## src/rtl/adc_cap_pkg.sv

```systemverilog
// Shared types and defaults for the ADC frame capture block.
package adc_cap_pkg;

  typedef enum logic [1:0] {
    WAIT_LOCK = 2'd0,
    IDLE      = 2'd1,
    CAPTURE   = 2'd2,
    DRAIN     = 2'd3
  } cap_state_e;

  localparam int DEF_DATA_W          = 8;
  localparam int DEF_FRAME_LEN       = 1024;
  localparam int DEF_LOCK_STABLE_CYC = 1024;
  localparam int DEF_DECIM_W         = 8;

  // Width of the beat index counter; holds 0..frame_len-1.
  function automatic int cnt_w(input int frame_len);
    return (frame_len > 1) ? $clog2(frame_len) : 1;
  endfunction

endpackage

```

## src/rtl/adc_frame_capture_if.sv

```systemverilog
// Valid/ready sample stream from the frame capture block to the FFT stage.
interface adc_frame_capture_if #(
  parameter int DATA_W = 8
);
  logic [DATA_W-1:0] tdata;
  logic              tvalid;
  logic              tready;
  logic              tlast;

  modport master (output tdata, output tvalid, output tlast, input tready);
  modport slave  (input tdata, input tvalid, input tlast, output tready);
endinterface

```

## src/rtl/lock_qualifier.sv

```systemverilog
// Synchronizes the raw PLL lock and asserts lock_ok only after it has been
// continuously high for LOCK_STABLE_CYC sample clocks.
module lock_qualifier
  import adc_cap_pkg::*;
#(
  parameter int LOCK_STABLE_CYC = DEF_LOCK_STABLE_CYC
) (
  input  logic clk,
  input  logic rst,
  input  logic pll_lock,
  output logic lock_ok
);

  localparam int STAB_W = $clog2(LOCK_STABLE_CYC + 1);

  logic              sync_p0;
  logic              sync_p1;
  logic [STAB_W-1:0] stab_cnt;
  logic              stable;

  assign stable = (stab_cnt == STAB_W'(LOCK_STABLE_CYC));

  // Stage p0/p1: two-flop synchronizer, then saturating stability count.
  always_ff @(posedge clk or posedge rst) begin
    if (rst) begin
      sync_p0  <= 1'b0;
      sync_p1  <= 1'b0;
      stab_cnt <= '0;
    end else begin
      sync_p0 <= pll_lock;
      sync_p1 <= sync_p0;
      if (!sync_p1)
        stab_cnt <= '0;
      else if (!stable)
        stab_cnt <= stab_cnt + 1'b1;
    end
  end

  // Drops in the same cycle the synchronized lock goes low.
  assign lock_ok = sync_p1 && stable;

endmodule

```

## src/rtl/adc_frame_capture.sv

```systemverilog
// Captures one FRAME_LEN-sample ADC frame (optionally decimated) and streams it
// out over valid/ready. Build macro ADC_TEST_RAMP_EN swaps ADC data for a ramp.
module adc_frame_capture
  import adc_cap_pkg::*;
#(
  parameter int DATA_W          = DEF_DATA_W,
  parameter int FRAME_LEN       = DEF_FRAME_LEN,
  parameter int LOCK_STABLE_CYC = DEF_LOCK_STABLE_CYC,
  parameter int DECIM_W         = DEF_DECIM_W
) (
  input  logic                 clk,
  input  logic                 rst,
  input  logic                 pll_lock,
  input  logic [DATA_W-1:0]    adc_data,
  input  logic                 start,
  input  logic [DECIM_W-1:0]   decim,
  adc_frame_capture_if.master  m,
  output logic                 lock_ok,
  output logic                 busy,
  output logic                 frame_done,
  output logic                 overflow,
  output logic                 lock_err
);

  localparam int CNT_W = cnt_w(FRAME_LEN);

  cap_state_e         state_q;
  logic [DATA_W-1:0]  adc_q;
  logic [DATA_W-1:0]  tdata_q;
  logic               tvalid_q;
  logic               tlast_q;
  logic [CNT_W-1:0]   smp_cnt;
  logic [DECIM_W-1:0] decim_q;
  logic [DECIM_W-1:0] dec_cnt;

  logic hs;
  logic tick;
  logic start_acc;
  logic can_load;
  logic last_beat;

  lock_qualifier #(
    .LOCK_STABLE_CYC(LOCK_STABLE_CYC)
  ) u_lock_qualifier (
    .clk      (clk),
    .rst      (rst),
    .pll_lock (pll_lock),
    .lock_ok  (lock_ok)
  );

  assign hs        = tvalid_q && m.tready;
  assign tick      = lock_ok && (state_q == CAPTURE) && (dec_cnt == '0);
  assign start_acc = lock_ok && (state_q == IDLE) && start;
  assign can_load  = !tvalid_q || m.tready;
  assign last_beat = (smp_cnt == CNT_W'(FRAME_LEN - 1));

  // Stage p0: sample source register (adc_q).
`ifdef ADC_TEST_RAMP_EN
  logic unused_adc_data;
  assign unused_adc_data = ^adc_data;

  always_ff @(posedge clk or posedge rst) begin
    if (rst)
      adc_q <= '0;
    else if (start_acc)
      adc_q <= '0;
    else if (tick)
      adc_q <= adc_q + 1'b1;
  end
`else
  always_ff @(posedge clk or posedge rst) begin
    if (rst)
      adc_q <= '0;
    else
      adc_q <= adc_data;
  end
`endif

  // Stage p1: control FSM and output beat register.
  always_ff @(posedge clk or posedge rst) begin
    if (rst) begin
      state_q  <= WAIT_LOCK;
      tdata_q  <= '0;
      tvalid_q <= 1'b0;
      tlast_q  <= 1'b0;
      smp_cnt  <= '0;
      decim_q  <= '0;
      dec_cnt  <= '0;
      overflow <= 1'b0;
      lock_err <= 1'b0;
    end else if (!lock_ok) begin
      state_q  <= WAIT_LOCK;
      tvalid_q <= 1'b0;
      tlast_q  <= 1'b0;
      if (state_q == CAPTURE || state_q == DRAIN)
        lock_err <= 1'b1;
    end else begin
      case (state_q)
        WAIT_LOCK: state_q <= IDLE;
        IDLE: begin
          if (start) begin
            decim_q  <= decim;
            smp_cnt  <= '0;
            dec_cnt  <= '0;
            overflow <= 1'b0;
            lock_err <= 1'b0;
            state_q  <= CAPTURE;
          end
        end
        CAPTURE: begin
          if (hs) begin
            tvalid_q <= 1'b0;
            tlast_q  <= 1'b0;
          end
          dec_cnt <= (dec_cnt == '0) ? decim_q : dec_cnt - 1'b1;
          if (tick) begin
            if (can_load) begin
              tdata_q  <= adc_q;
              tvalid_q <= 1'b1;
              tlast_q  <= last_beat;
              smp_cnt  <= smp_cnt + 1'b1;
              if (last_beat)
                state_q <= DRAIN;
            end else begin
              // Output still full: drop the sample and abort the frame.
              overflow <= 1'b1;
              state_q  <= DRAIN;
            end
          end
        end
        DRAIN: begin
          if (hs) begin
            tvalid_q <= 1'b0;
            tlast_q  <= 1'b0;
            state_q  <= IDLE;
          end
        end
        default: state_q <= WAIT_LOCK;
      endcase
    end
  end

  assign m.tdata    = tdata_q;
  assign m.tvalid   = tvalid_q;
  assign m.tlast    = tlast_q;
  assign busy       = (state_q == CAPTURE) || (state_q == DRAIN);
  assign frame_done = lock_ok && (state_q == DRAIN) && hs && tlast_q;

endmodule
```

## src/flat_wrapper.sv

```systemverilog
// flat-port wrapper written by rule: the top's interface ports become plain ports
module adc_frame_capture_flat import adc_cap_pkg::*;
#(
  parameter int DATA_W          = DEF_DATA_W,
  parameter int FRAME_LEN       = DEF_FRAME_LEN,
  parameter int LOCK_STABLE_CYC = DEF_LOCK_STABLE_CYC,
  parameter int DECIM_W         = DEF_DECIM_W
)
  (clk, rst, pll_lock, adc_data, start, decim, lock_ok, busy, frame_done, overflow, lock_err, m_tdata, m_tvalid, m_tlast, m_tready);
  adc_frame_capture_if #(.DATA_W(DATA_W)) m_i ();
  input  logic clk;
  input  logic rst;
  input  logic pll_lock;
  input  logic [DATA_W-1:0] adc_data;
  input  logic start;
  input  logic [DECIM_W-1:0] decim;
  output logic lock_ok;
  output logic busy;
  output logic frame_done;
  output logic overflow;
  output logic lock_err;
  output wire logic [$bits(m_i.tdata)-1:0] m_tdata;
  output wire logic [$bits(m_i.tvalid)-1:0] m_tvalid;
  output wire logic [$bits(m_i.tlast)-1:0] m_tlast;
  input wire logic [$bits(m_i.tready)-1:0] m_tready;
  assign m_tdata = m_i.tdata;
  assign m_tvalid = m_i.tvalid;
  assign m_tlast = m_i.tlast;
  assign m_i.tready = m_tready;
  adc_frame_capture #(.DATA_W(DATA_W), .FRAME_LEN(FRAME_LEN), .LOCK_STABLE_CYC(LOCK_STABLE_CYC), .DECIM_W(DECIM_W)) u_core (.clk(clk), .rst(rst), .pll_lock(pll_lock), .adc_data(adc_data), .start(start), .decim(decim), .m(m_i), .lock_ok(lock_ok), .busy(busy), .frame_done(frame_done), .overflow(overflow), .lock_err(lock_err));
endmodule
```

## config.mk

```make
export PLATFORM = sky130hd
export DESIGN_NAME = adc_frame_capture_flat
export DESIGN_NICKNAME = d
export VERILOG_FILES = /design/src/rtl/adc_cap_pkg.sv /design/src/rtl/adc_frame_capture_if.sv /design/src/rtl/lock_qualifier.sv /design/src/rtl/adc_frame_capture.sv /design/src/flat_wrapper.sv
export SDC_FILE = /design/constraint.sdc
export NUM_CORES = 1
export LEC_CHECK = 0
export BUFFER_PORTS_ARGS = -buffer_cell sky130_fd_sc_hd__buf_2
export CORE_MARGIN = 1.5
export CORE_UTILIZATION = 35
export CTS_BUF_LIST = sky130_fd_sc_hd__clkbuf_16
export DETAILED_ROUTE_END_ITERATION = 8
export PLACE_DENSITY_LB_ADDON = 0.15
export REMOVE_ABC_BUFFERS = 1
export SLEW_MARGIN = 20
export SYNTH_ARGS = -nofsm -noshare
export SYNTH_HDL_FRONTEND = slang
export SYNTH_HIERARCHICAL = 1
export SYNTH_SLANG_ARGS = --single-unit
```

## constraint.sdc

```tcl
create_clock -name clk -period 3.3 [get_ports clk]
set_clock_uncertainty 0.15 [all_clocks]
set_input_delay 0.66 -clock clk [delete_from_list [all_inputs] [get_ports clk]]
set_output_delay 0.66 -clock clk [all_outputs]
set_load 0.005 [all_outputs]
```

# --- After elaboration in Yosys (flattened, before gate mapping) ---
# Index checks and enable logic that the tools add are counted.
classes:
  n_eq_ne: 17
  reduce_logical: 21
  add_sub_neg: 3
  n_mux: 33
op_table:
  columns: ["operator", "count"]
  rows:
  - ["two-way mux 10 bit", 3]
  - ["two-way mux 11 bit", 2]
  - ["case mux 10 bit (2 select lines)", 1]
  - ["two-way mux 8 bit", 2]
  - ["case mux 8 bit (2 select lines)", 1]
  - ["two-way mux 1 bit", 14]
  - ["two-way mux 2 bit", 6]
  - ["inequality test 3 bit (second input constant)", 4]
  - ["adder 11 x 1 -> 11 bit (second input constant)", 1]
  - ["equality test 11 bit (second input constant)", 1]
  - ["adder 10 x 1 -> 10 bit (second input constant)", 1]
  - ["equality test 10 bit (second input constant)", 1]
  - ["inequality test 2 bit (second input constant)", 5]
  - ["AND reduction 5 bit", 2]
  - ["AND reduction 3 bit", 3]
  - ["zero test 8 bit", 1]
  - ["case mux 2 bit (4 select lines)", 1]
  - ["AND reduction 4 bit", 2]
  - ["subtractor 8 x 1 -> 8 bit (second input constant)", 1]
  - ["logical AND 1 bit", 7]
  - ["case mux 1 bit (2 select lines)", 3]
  - ["equality test 2 bit (second input constant)", 2]
  - ["inequality test 2 x 1 -> 1 bit (second input constant)", 2]
  - ["inequality test 4 bit (second input constant)", 1]
  - ["other kinds (5)", 7]
word_totals:
  in_bits: 21
  word_cells: 87
  ff_bits: 61

# --- Depth between registers and ports, before layout ---
# Gate-level depths: netlist of run 1.
logic_depth:
  word_depth: 7
  mapped_depth: 11
  depth_no_buf: 9

# --- Cells and area by module ---
# Netlist of run 1, hierarchy kept.
modules_own_cells:
  columns: ["mod", "cells_per_inst", "area_per_inst_um2", "seq_area_each_um2", "n_inst"]
  rows:
  - ["adc_frame_capture", 227, 2439.8, 1201.2, 1]
  - ["lock_qualifier", 65, 645.6, 325.3, 1]

# --- Least setup slack after synthesis of run 1 ---
# Ideal clock, no wire load.
synth_timing:
  path_type: "reg-to-reg"
  from: "register u_core.u_lock_qualifier.stab_cnt[0]"
  to: "register u_core.smp_cnt[6]"
  path_slack_ps: 704
  stages_incl_launch_ff: 11
  path_buffers: 1
  required_time_ps: 3071
  arrival_ps: 2367
  synth_period_minus_slack_ps: 2596
  setup_ps: 79
  path_cell_list: "dfrtp_1 > inv_1 > ha_1 > nor4b_1 > and4b_1 > and2_1 > o21ai_0 > a311o_1 > buf_2 > nor4_1 > mux2i_1"
synth_via:
  elab_chain_cells: 6
synth_rtl:
  columns: ["item", "line_no", "text"]
  rows:
  - ["from (decl)", "lock_qualifier.sv:18", "logic [STAB_W-1:0] stab_cnt;"]
  - ["from (signal assigned)", "lock_qualifier.sv:35", "stab_cnt <= stab_cnt + 1'b1;"]
  - ["equality test 11 bit (*)", "lock_qualifier.sv:21", "assign stable = (stab_cnt == STAB_W'(LOCK_STABLE_CYC));"]
  - ["logical AND 1 bit (*)", "lock_qualifier.sv:40", "assign lock_ok = sync_p1 && stable;"]
  - ["net lock_ok", "flat_wrapper.sv:17", "output logic lock_ok;"]
  - ["logical AND 1 bit (2 in a row)", "adc_frame_capture.sv:52", "assign tick = lock_ok && (state_q == CAPTURE) && (dec_cnt == '0);"]
  - ["inequality test 2 x 1 -> 1 bit (no line)", null, null]
  - ["AND reduction 5 bit (no line) (*)", null, null]
  - ["to (signal assigned)", "adc_frame_capture.sv:121", "smp_cnt <= smp_cnt + 1'b1;"]
  - ["to (decl)", "adc_frame_capture.sv:32", "logic [CNT_W-1:0] smp_cnt;"]
# Mark *: on every way through the listed nets, which the timed path passes. The rest lies on a longest branch.
# A chain may end at the register's enable or synchronous reset.

# --- Final worst setup path of run 1 ---
layout_timing:
  from: "register u_core.u_lock_qualifier.stab_cnt[0]"
  to: "output frame_done"
layout_via:
  elab_chain_cells: 5
layout_rtl:
  columns: ["item", "line_no", "text"]
  rows:
  - ["equality test 11 bit", "lock_qualifier.sv:21", null]
  - ["logical AND 1 bit", "lock_qualifier.sv:40", null]
  - ["logical AND 1 bit (3 in a row)", "adc_frame_capture.sv:147", "assign frame_done = lock_ok && (state_q == DRAIN) && hs && tlast_q;"]
  - ["to (decl)", "flat_wrapper.sv:19", "output logic frame_done;"]
# No other way between the ends.

==> results of run 1 <==
registers in the layout, indices dropped and copies added, names as in the netlist, 2 cells and up:
| register | cells |
|---|---|
| u_core/state_q | 2 |
| u_core/m.tdata | 8 |
| u_core/decim_q | 8 |
| u_core/u_lock_qualifier/stab_cnt | 11 |
| u_core/adc_q | 8 |
| u_core/smp_cnt | 10 |
| u_core/dec_cnt | 8 |
worst max path at each step:
stage	cells after the start	to	start
3_5_place_dp	9	u_core/smp_cnt[3]$_DFFE_PP0P_	u_core/u_lock_qualifier/stab_cnt[0]$_DFFE_PP0P_
5_1_grt	9	frame_done	u_core/u_lock_qualifier/stab_cnt[0]$_DFFE_PP0P_
4_1_cts	9	frame_done	u_core/u_lock_qualifier/stab_cnt[0]$_DFFE_PP0P_
6_report	9	frame_done	u_core/u_lock_qualifier/stab_cnt[0]$_DFFE_PP0P_
3_3_place_gp	9	u_core/smp_cnt[4]$_DFFE_PP0P_	u_core/u_lock_qualifier/stab_cnt[0]$_DFFE_PP0P_
2_1_floorplan	9	u_core/smp_cnt[4]$_DFFE_PP0P_	u_core/u_lock_qualifier/stab_cnt[0]$_DFFE_PP0P_
routing by layer:
layer  up-vias  global-route usage [%]
met3        10                    3.83
li1       1156                       -
met2        46                    23.4
met5         -                       0
met1      1146                    20.0
met4         0                    6.69
metrics by stage:
step / utilization [%] / std cells
2_1_floorplan: - / 285
5_1_grt: 42.7 / 447
4_1_cts: 42.7 / 447
3_3_place_gp: 39.2 / 431
6_report: 42.7 / 447
3_5_place_dp: 39.2 / 431
cells in the mapped netlist, types with 7 or more instances:
cell	instances	share of area, %
sky130_fd_sc_hd__mux2i_1	10	3.2
sky130_fd_sc_hd__a21oi_1	11	1.8
sky130_fd_sc_hd__inv_1	21	2.6
sky130_fd_sc_hd__ha_1	8	3.2
sky130_fd_sc_hd__mux2_2	16	5.8
sky130_fd_sc_hd__nand2_1	26	3.2
sky130_fd_sc_hd__nor2_1	8	0.97
sky130_fd_sc_hd__nand2b_1	10	2.0
sky130_fd_sc_hd__nand3_1	14	2.3
sky130_fd_sc_hd__nor4_1	7	1.4
sky130_fd_sc_hd__o21ai_0	13	2.1
sky130_fd_sc_hd__dfrtp_1	61	49
sky130_fd_sc_hd__or3_1	7	1.4
power by group through the flow:
stage / sequential [mW] / clock [mW] / combinational (mW)
6_report: 0.764 / 0.941 / 0.0403
5_1_grt: 0.764 / 1.00 / 0.0481
4_1_cts: 0.764 / 0.973 / 0.0425
3_5_place_dp: 0.777 / 0 / 0.0424
3_3_place_gp: 0.777 / 0 / 0.0417
2_1_floorplan: 0.776 / 0 / 0.0212
kinds of logic after synthesis:
family	Yosys count
AND/OR/NAND/NOR	109
buffers and inverters	28
XOR/XNOR	2
AO/OA/AOI/OAI	58
adder cells (fa/ha/maj)	8
flip-flops	61
multiplexers	26
area by class of cell:
type / count / area, um^2 / area share [%]
clock buffer: 9 / 225 / 6.11
clock inverter: 7 / 75.1 / 2.04
inverter: 21 / 78.8 / 2.14
multi-input combinational: 203 / 1450 / 39.3
sequential: 61 / 1530 / 41.4
tap: 108 / 135 / 3.66
timing repair buffer: 38 / 198 / 5.36
worst max-delay path: cells and delay by family, from the launching register on:
family | cells | cell delay, ns
flip-flops | 1 | 0.42
buffers and inverters | 3 | 0.38
AND/OR/NAND/NOR | 5 | 0.89
adder cells (fa/ha/maj) | 1 | 0.14
==> impl_results.md, run 1 <==
* Wire length on met3 at 231 um
* Simple-gate share of the synthesized area at 21.6%
* RSZ-0062 raised after global routing: false
* Avg Cell Area, Syn at 10.6 um^2
* Post-synthesis compound-gate area fraction at 12.5%
* Count of unique library cells instantiated by Yosys at 54
* Net total in the final layout at 363
* Number of vias after detailed routing at 2358
* Commonest non-fill, non-tap cell in the layout: sky130_fd_sc_hd__dfrtp_1
* Worst reg-to-reg path cell count at 9
* Final routed wire length divided by cell count at 15.2 um
* Number of hold violations in the final report at 0
* Cell area after synthesis at 3090 um^2
* Reg2Reg Setup Slack at 0.46 ns
* Overall routing resource usage at 15.1%
* Total Negative Setup Slacks at 0 ns
* Wire length reported by the detailed router at 6.79 mm
* Transition at the pin with the smallest max-transition slack at 0.548 ns
* Slowest stage cell on the critical path: sky130_fd_sc_hd__dfrtp_1
* Standard cell core area at 8640 um^2
* Number of synthesized register bits at 61
* DRT antenna net count at 0
* Via density per instance at 5.28
* Dominant combinational cell family by area after synthesis: simple AND/OR/NAND/NOR gates
* Type of the worst setup path: reg2out
* Fraction of layout instances using a drive strength above 1 at 24.5%
* CTS clk-pin slew, worst paths at 0.06 ns
* Top-level port count at 36
* Fin crit period at 2.97 ns
* Critical path required time at 2.49 ns
* Max-capacitance violation count at 0
* Maximum number of pins on one net before global-route repair at 33
* Arr. time, crit path at 2.16 ns
* Filler cells at 849
* Post-CTS setup-driven buffer insertion count at 0
* Syn. warnings at 6
* Share of power burned in combinational logic at 2.3%
* Initial Utilization at 35.7%
* Total of buffers placed on input and output ports at 35
* Layout Cell Area excl Fill at 3690 um^2
* Clock latency reported for the late side of the worst-skew pair at 0.33 ns
* Vert. Die Dim at 96.9 um
* Most frequent cells in the layout: sky130_fd_sc_hd__dfrtp_1 (61), sky130_fd_sc_hd__buf_2 (35), sky130_fd_sc_hd__nand2_1 (26), sky130_fd_sc_hd__inv_1 (20), sky130_fd_sc_hd__mux2_2 (16)
* Final Setup Violations at 0
* Top Metal Used: met4
* Sw Ratio at 22.2%
* Estimated wirelength of the detail-placed design at 4.69 mm
* Post-synthesis mux area share at 9.08%
* Die Footprint at 9390 um^2
* Count of inserted antenna diode cells at 0
* Worst Setup Start Kind: register
* Number of gates given a new drive strength after cts at 0
* Number of buffers created by CTS at 9
* Total power at 1.75 mW
* Net switching power at 387 uW
* Status: finished, final reports clean
* Hold bufs inserted after CTS at 0
* Max Fclk at 0.337 GHz
* Cell Area, Placed at 3390 um^2
* Clk sink count at 61
* Number of DRC violations after detailed-routing iteration 0 at 120
* Crit end category: primary output
* Post-placement worst setup slack at 0.442 ns
* Cells along the critical path: inv_1 > ha_1 > nor4b_1 > and4b_1 > and2_1 > buf_4 > nand3_1 > nor2_1 > buf_2
* Hold Path Class: in2async
* Max-slew violations at 0
* Area share of xor/xnor cells in the synthesized design at 0.568%
* Maximum clock path buffer count at 2
* Sequential share of power at 43.8%
* Primary flip-flop cell chosen by synthesis mapping: sky130_fd_sc_hd__dfrtp_1
* Number of antenna violations at the first check in global routing at 0
* Gate count after technology mapping at 292
* Crit Path Max Fanout at 12
* Max IR drop VDD at 0.271 mV
* Root Buffer: sky130_fd_sc_hd__clkbuf_16
* Worst hold-check slack at 0.158 ns
* Clock group share of total power at 53.9%
* Area overhead of the layout relative to synthesis at 19.5%
* CTS tree: done
* Number of H-tree levels at 3
* Period Utilization, post-route at 90.0%
* Global-route congestion overflow total at 0
* Detailed route wirelength on metal2 at 3.07 mm
* Max-slew headroom at the worst pin at 63.3%
* Drt first pass iters at 4
* Post-layout worst setup margin at 0.328 ns
* Vias in the first global route at 2267
* Post-detailed-route DRC marker count at 0
* Endpoint of the worst register-to-register path: u_core/smp_cnt[4]$_DFFE_PP0P_
* Power density over the cells at 473 nW/um^2
* Largest stage delay on the critical path at 0.42 ns
* LEAKAGE at 1.65 nW
* Sequential-to-total area share from yosys stat at 49.5%
* Internal power consumption at 1.36 mW
* Metal1 wirelength at 3.36 mm
* Global-route wire length before repair at 11.3 mm
* Die Span X at 96.9 um
* Number of rows created at floorplan at 34
* Number of enable-type register cells in the synthesized netlist at 0
* Global placer's final weighted congestion at 0.782
* Worst R2R Start: u_core/u_lock_qualifier/stab_cnt[0]$_DFFE_PP0P_
* Asr flop ratio synth at 100%
* Post-synthesis share of cell area spent on full adders, half adders and majority gates at 3.24%
Note: power is estimated with default switching activity, not from simulation.
==> run 2: changes to the inputs <==
--- a/config.mk
+++ b/config.mk
@@ -10,7 +10,7 @@
 export CORE_UTILIZATION = 35
 export CTS_BUF_LIST = sky130_fd_sc_hd__clkbuf_16
 export DETAILED_ROUTE_END_ITERATION = 8
-export PLACE_DENSITY_LB_ADDON = 0.15
+export PLACE_DENSITY_LB_ADDON = 0.25
 export REMOVE_ABC_BUFFERS = 1
 export SLEW_MARGIN = 20
 export SYNTH_ARGS = -nofsm -noshare
==> constraint.sdc (replaced) <==
create_clock -name clk -period 3.3 [get_ports clk]
set_clock_uncertainty 0.15 [all_clocks]
set_input_delay 0.66 -clock clk [delete_from_list [all_inputs] [get_ports clk]]
set_output_delay 0.66 -clock clk [all_outputs]
set_load 0.02 [all_outputs]
==> impl_results.md, run 2 (synthesized netlist as in run 1, its figures left out) <==
* Number of vias after detailed routing at 2353 (-0.21%)
* Initial Utilization at 35.7% (unchanged)
* Largest reg by FF count: u_core/u_lock_qualifier/stab_cnt
* Area overhead of the layout relative to synthesis at 19.3%
* Maximum number of pins on one net before global-route repair at 49 (+48%)
* Type of the worst setup path: reg2out
* Clock latency reported for the late side of the worst-skew pair at 0.33 ns (about the same)
* Net total in the final layout at 362 (-0.28%)
* Drt first pass iters at 4 (unchanged)
* LEAKAGE at 1.65 nW (about the same)
* Registers with the highest flip-flop counts: u_core/u_lock_qualifier/stab_cnt (11), u_core/smp_cnt (10)
* Worst Setup Start Kind: register
* Max-capacitance violation count at 0 (unchanged)
* Layout Cell Area excl Fill at 3680 um^2 (-0.24%)
* Flip-flop count of the largest register after layout at 11 (unchanged)
* Post-detailed-route DRC marker count at 0 (unchanged)
* Number of antenna violations at the first check in global routing at 0 (unchanged)
* Estimated wirelength of the detail-placed design at 4.55 mm (-2.9%)
* Critical path required time at 2.49 ns (about the same)
* Status: finished, final reports clean
* Net switching power at 374 uW (-3.2%)
* Clock group share of total power at 53.6% (-0.3 points)
* Count of inserted antenna diode cells at 0 (unchanged)
* Die Span X at 96.9 um (unchanged)
* Max-slew violations at 0 (unchanged)
* Max-slew headroom at the worst pin at 45.3% (-18 points)
* Global placer's final weighted congestion at 0.848 (+8.4%)
* Crit end category: primary output
* Fin crit period at 2.97 ns (-0.000191 ns)
* Internal power consumption at 1.36 mW (about the same)
* DRT antenna net count at 0 (unchanged)
* Cell Area, Placed at 3380 um^2 (-0.22%)
* Final routed wire length divided by cell count at 14.8 um (-2.8%)
* Arr. time, crit path at 2.16 ns (about the same)
* Sequential share of power at 44.1% (+0.3 points)
* Number of hold violations in the final report at 0 (unchanged)
* Hold Path Class: reg2reg
* Transition at the pin with the smallest max-transition slack at 0.819 ns (+0.271 ns)
* CTS tree: done
* Global-route wire length before repair at 11.2 mm (-0.24%)
* Post-CTS setup-driven buffer insertion count at 0 (unchanged)
* Total Negative Setup Slacks at 0 ns (unchanged)
* Final Setup Violations at 0 (unchanged)
* Crit Path Max Fanout at 12 (unchanged)
* Root Buffer: sky130_fd_sc_hd__clkbuf_16
* Sw Ratio at 21.6% (-0.54 points)
* Max Fclk at 0.337 GHz (about the same)
* Power density over the cells at 471 nW/um^2 (-0.50%)
* Total of buffers placed on input and output ports at 35 (unchanged)
* CTS clk-pin slew, worst paths at 0.06 ns (about the same)
* Vias in the first global route at 2213 (-2.4%)
* Hold bufs inserted after CTS at 0 (unchanged)
* Fraction of layout instances using a drive strength above 1 at 24.0% (-0.52 points)
* Share of power burned in combinational logic at 2.2% (about the same)
* Most frequent cells in the layout: sky130_fd_sc_hd__dfrtp_1 (61), sky130_fd_sc_hd__buf_2 (35), sky130_fd_sc_hd__nand2_1 (26), sky130_fd_sc_hd__inv_1 (20), sky130_fd_sc_hd__mux2_2 (16)
* Number of gates given a new drive strength after cts at 0 (unchanged)
* Wire length reported by the detailed router at 6.59 mm (-3.0%)
* Max IR drop VDD at 0.337 mV (+24%)
* RSZ-0062 raised after global routing: false
* Number of buffers created by CTS at 9 (unchanged)
* Global-route congestion overflow total at 0 (unchanged)
* Overall routing resource usage at 14.8% (-0.32 points)
* Standard cell core area at 8640 um^2 (unchanged)
* Maximum clock path buffer count at 2 (unchanged)
* Top-level port count at 36 (unchanged)
* Vert. Die Dim at 96.9 um (unchanged)
* Post-placement worst setup slack at 0.450 ns (+0.00865 ns)
* Clk sink count at 61 (unchanged)
* Commonest non-fill, non-tap cell in the layout: sky130_fd_sc_hd__dfrtp_1
* Period Utilization, post-route at 90.0% (about the same)
* Post-layout worst setup margin at 0.329 ns (+0.000191 ns)
* Via density per instance at 5.28 (about the same)
* Number of rows created at floorplan at 34 (unchanged)
* Number of DRC violations after detailed-routing iteration 0 at 103 (-14%)
* Number of H-tree levels at 3 (unchanged)
* Die Footprint at 9390 um^2 (unchanged)
run 2: cell count changes in the layout (fill, tap and decap cells not counted), sizes merged:
cell and delta:
clkinvlp -2, buf -1, clkinv +2
run 2: critical path: stages (launching register included):
cell and delay [ns]:
sky130_fd_sc_hd__dfrtp_1 0.41, sky130_fd_sc_hd__inv_1 0.08, sky130_fd_sc_hd__ha_1 0.14, sky130_fd_sc_hd__nor4b_1 0.18, sky130_fd_sc_hd__and4b_1 0.33, sky130_fd_sc_hd__and2_1 0.20, sky130_fd_sc_hd__buf_4 0.18, sky130_fd_sc_hd__nand3_1 0.08
sky130_fd_sc_hd__nor2_1 0.09, sky130_fd_sc_hd__buf_2 0.16
run 2: power by group through the flow:
stage | Sequential, mW | Combinational, mW | Clock [mW]
3_3_place_gp | 0.777 | 0.0402 | 0
5_1_grt | 0.766 | 0.0467 | 0.990
2_1_floorplan | 0.776 | 0.0212 | 0
6_report | 0.764 | 0.0389 | 0.929
3_5_place_dp | 0.777 | 0.0414 | 0
4_1_cts | 0.764 | 0.0415 | 0.952
run 2: final cells by class:
class | instances | area (um^2)
Clock inverter | 7 | 72.6
Timing Repair Buffer | 37 | 190
Fill cell | 840 | 4960
Sequential cell | 61 | 1530
Tap cell | 108 | 135
Multi-Input combinational cell | 203 | 1450
Inverter | 21 | 80.1
Clock buffer | 9 | 225
run 2: final timing paths:
kind                                                                         to                                             from  depth (start not counted)  slack [ns]
max in group asynchronous                         u_core/smp_cnt[8]$_DFFE_PP0P_                                              rst                          2        2.17
worst max-delay path                                                 frame_done  u_core/u_lock_qualifier/stab_cnt[0]$_DFFE_PP0P_                          9        0.33
worst max register to register                    u_core/smp_cnt[3]$_DFFE_PP0P_  u_core/u_lock_qualifier/stab_cnt[0]$_DFFE_PP0P_                         10        0.46
min in group asynchronous       u_core/u_lock_qualifier/stab_cnt[7]$_DFFE_PP0P_                                              rst                          2        0.23
worst min-delay path                  u_core/u_lock_qualifier/sync_p1$_DFF_PP0_        u_core/u_lock_qualifier/sync_p0$_DFF_PP0_                          0        0.20
worst min register to register        u_core/u_lock_qualifier/sync_p1$_DFF_PP0_        u_core/u_lock_qualifier/sync_p0$_DFF_PP0_                          0        0.20
run 2: stage by stage:
stage	power (mW)	util (%)	instances	hold WS (ns)
5_1_grt	1.80	42.6	446	0.228
4_1_cts	1.76	42.6	446	0.203
6_report	1.73	42.6	446	0.199
3_3_place_gp	0.817	39.1	430	0.182
2_1_floorplan	0.797	-	285	0.181
3_5_place_dp	0.819	39.1	430	0.189
run 2: metal layers:
metal	GRT usage, %	routed length [um]	vias to the layer above
met5	0	0	-
met4	3.57	48	0
met3	4.84	255	6
met2	22.2	3020	46
met1	20.8	3260	1142
li1	-	-	1159
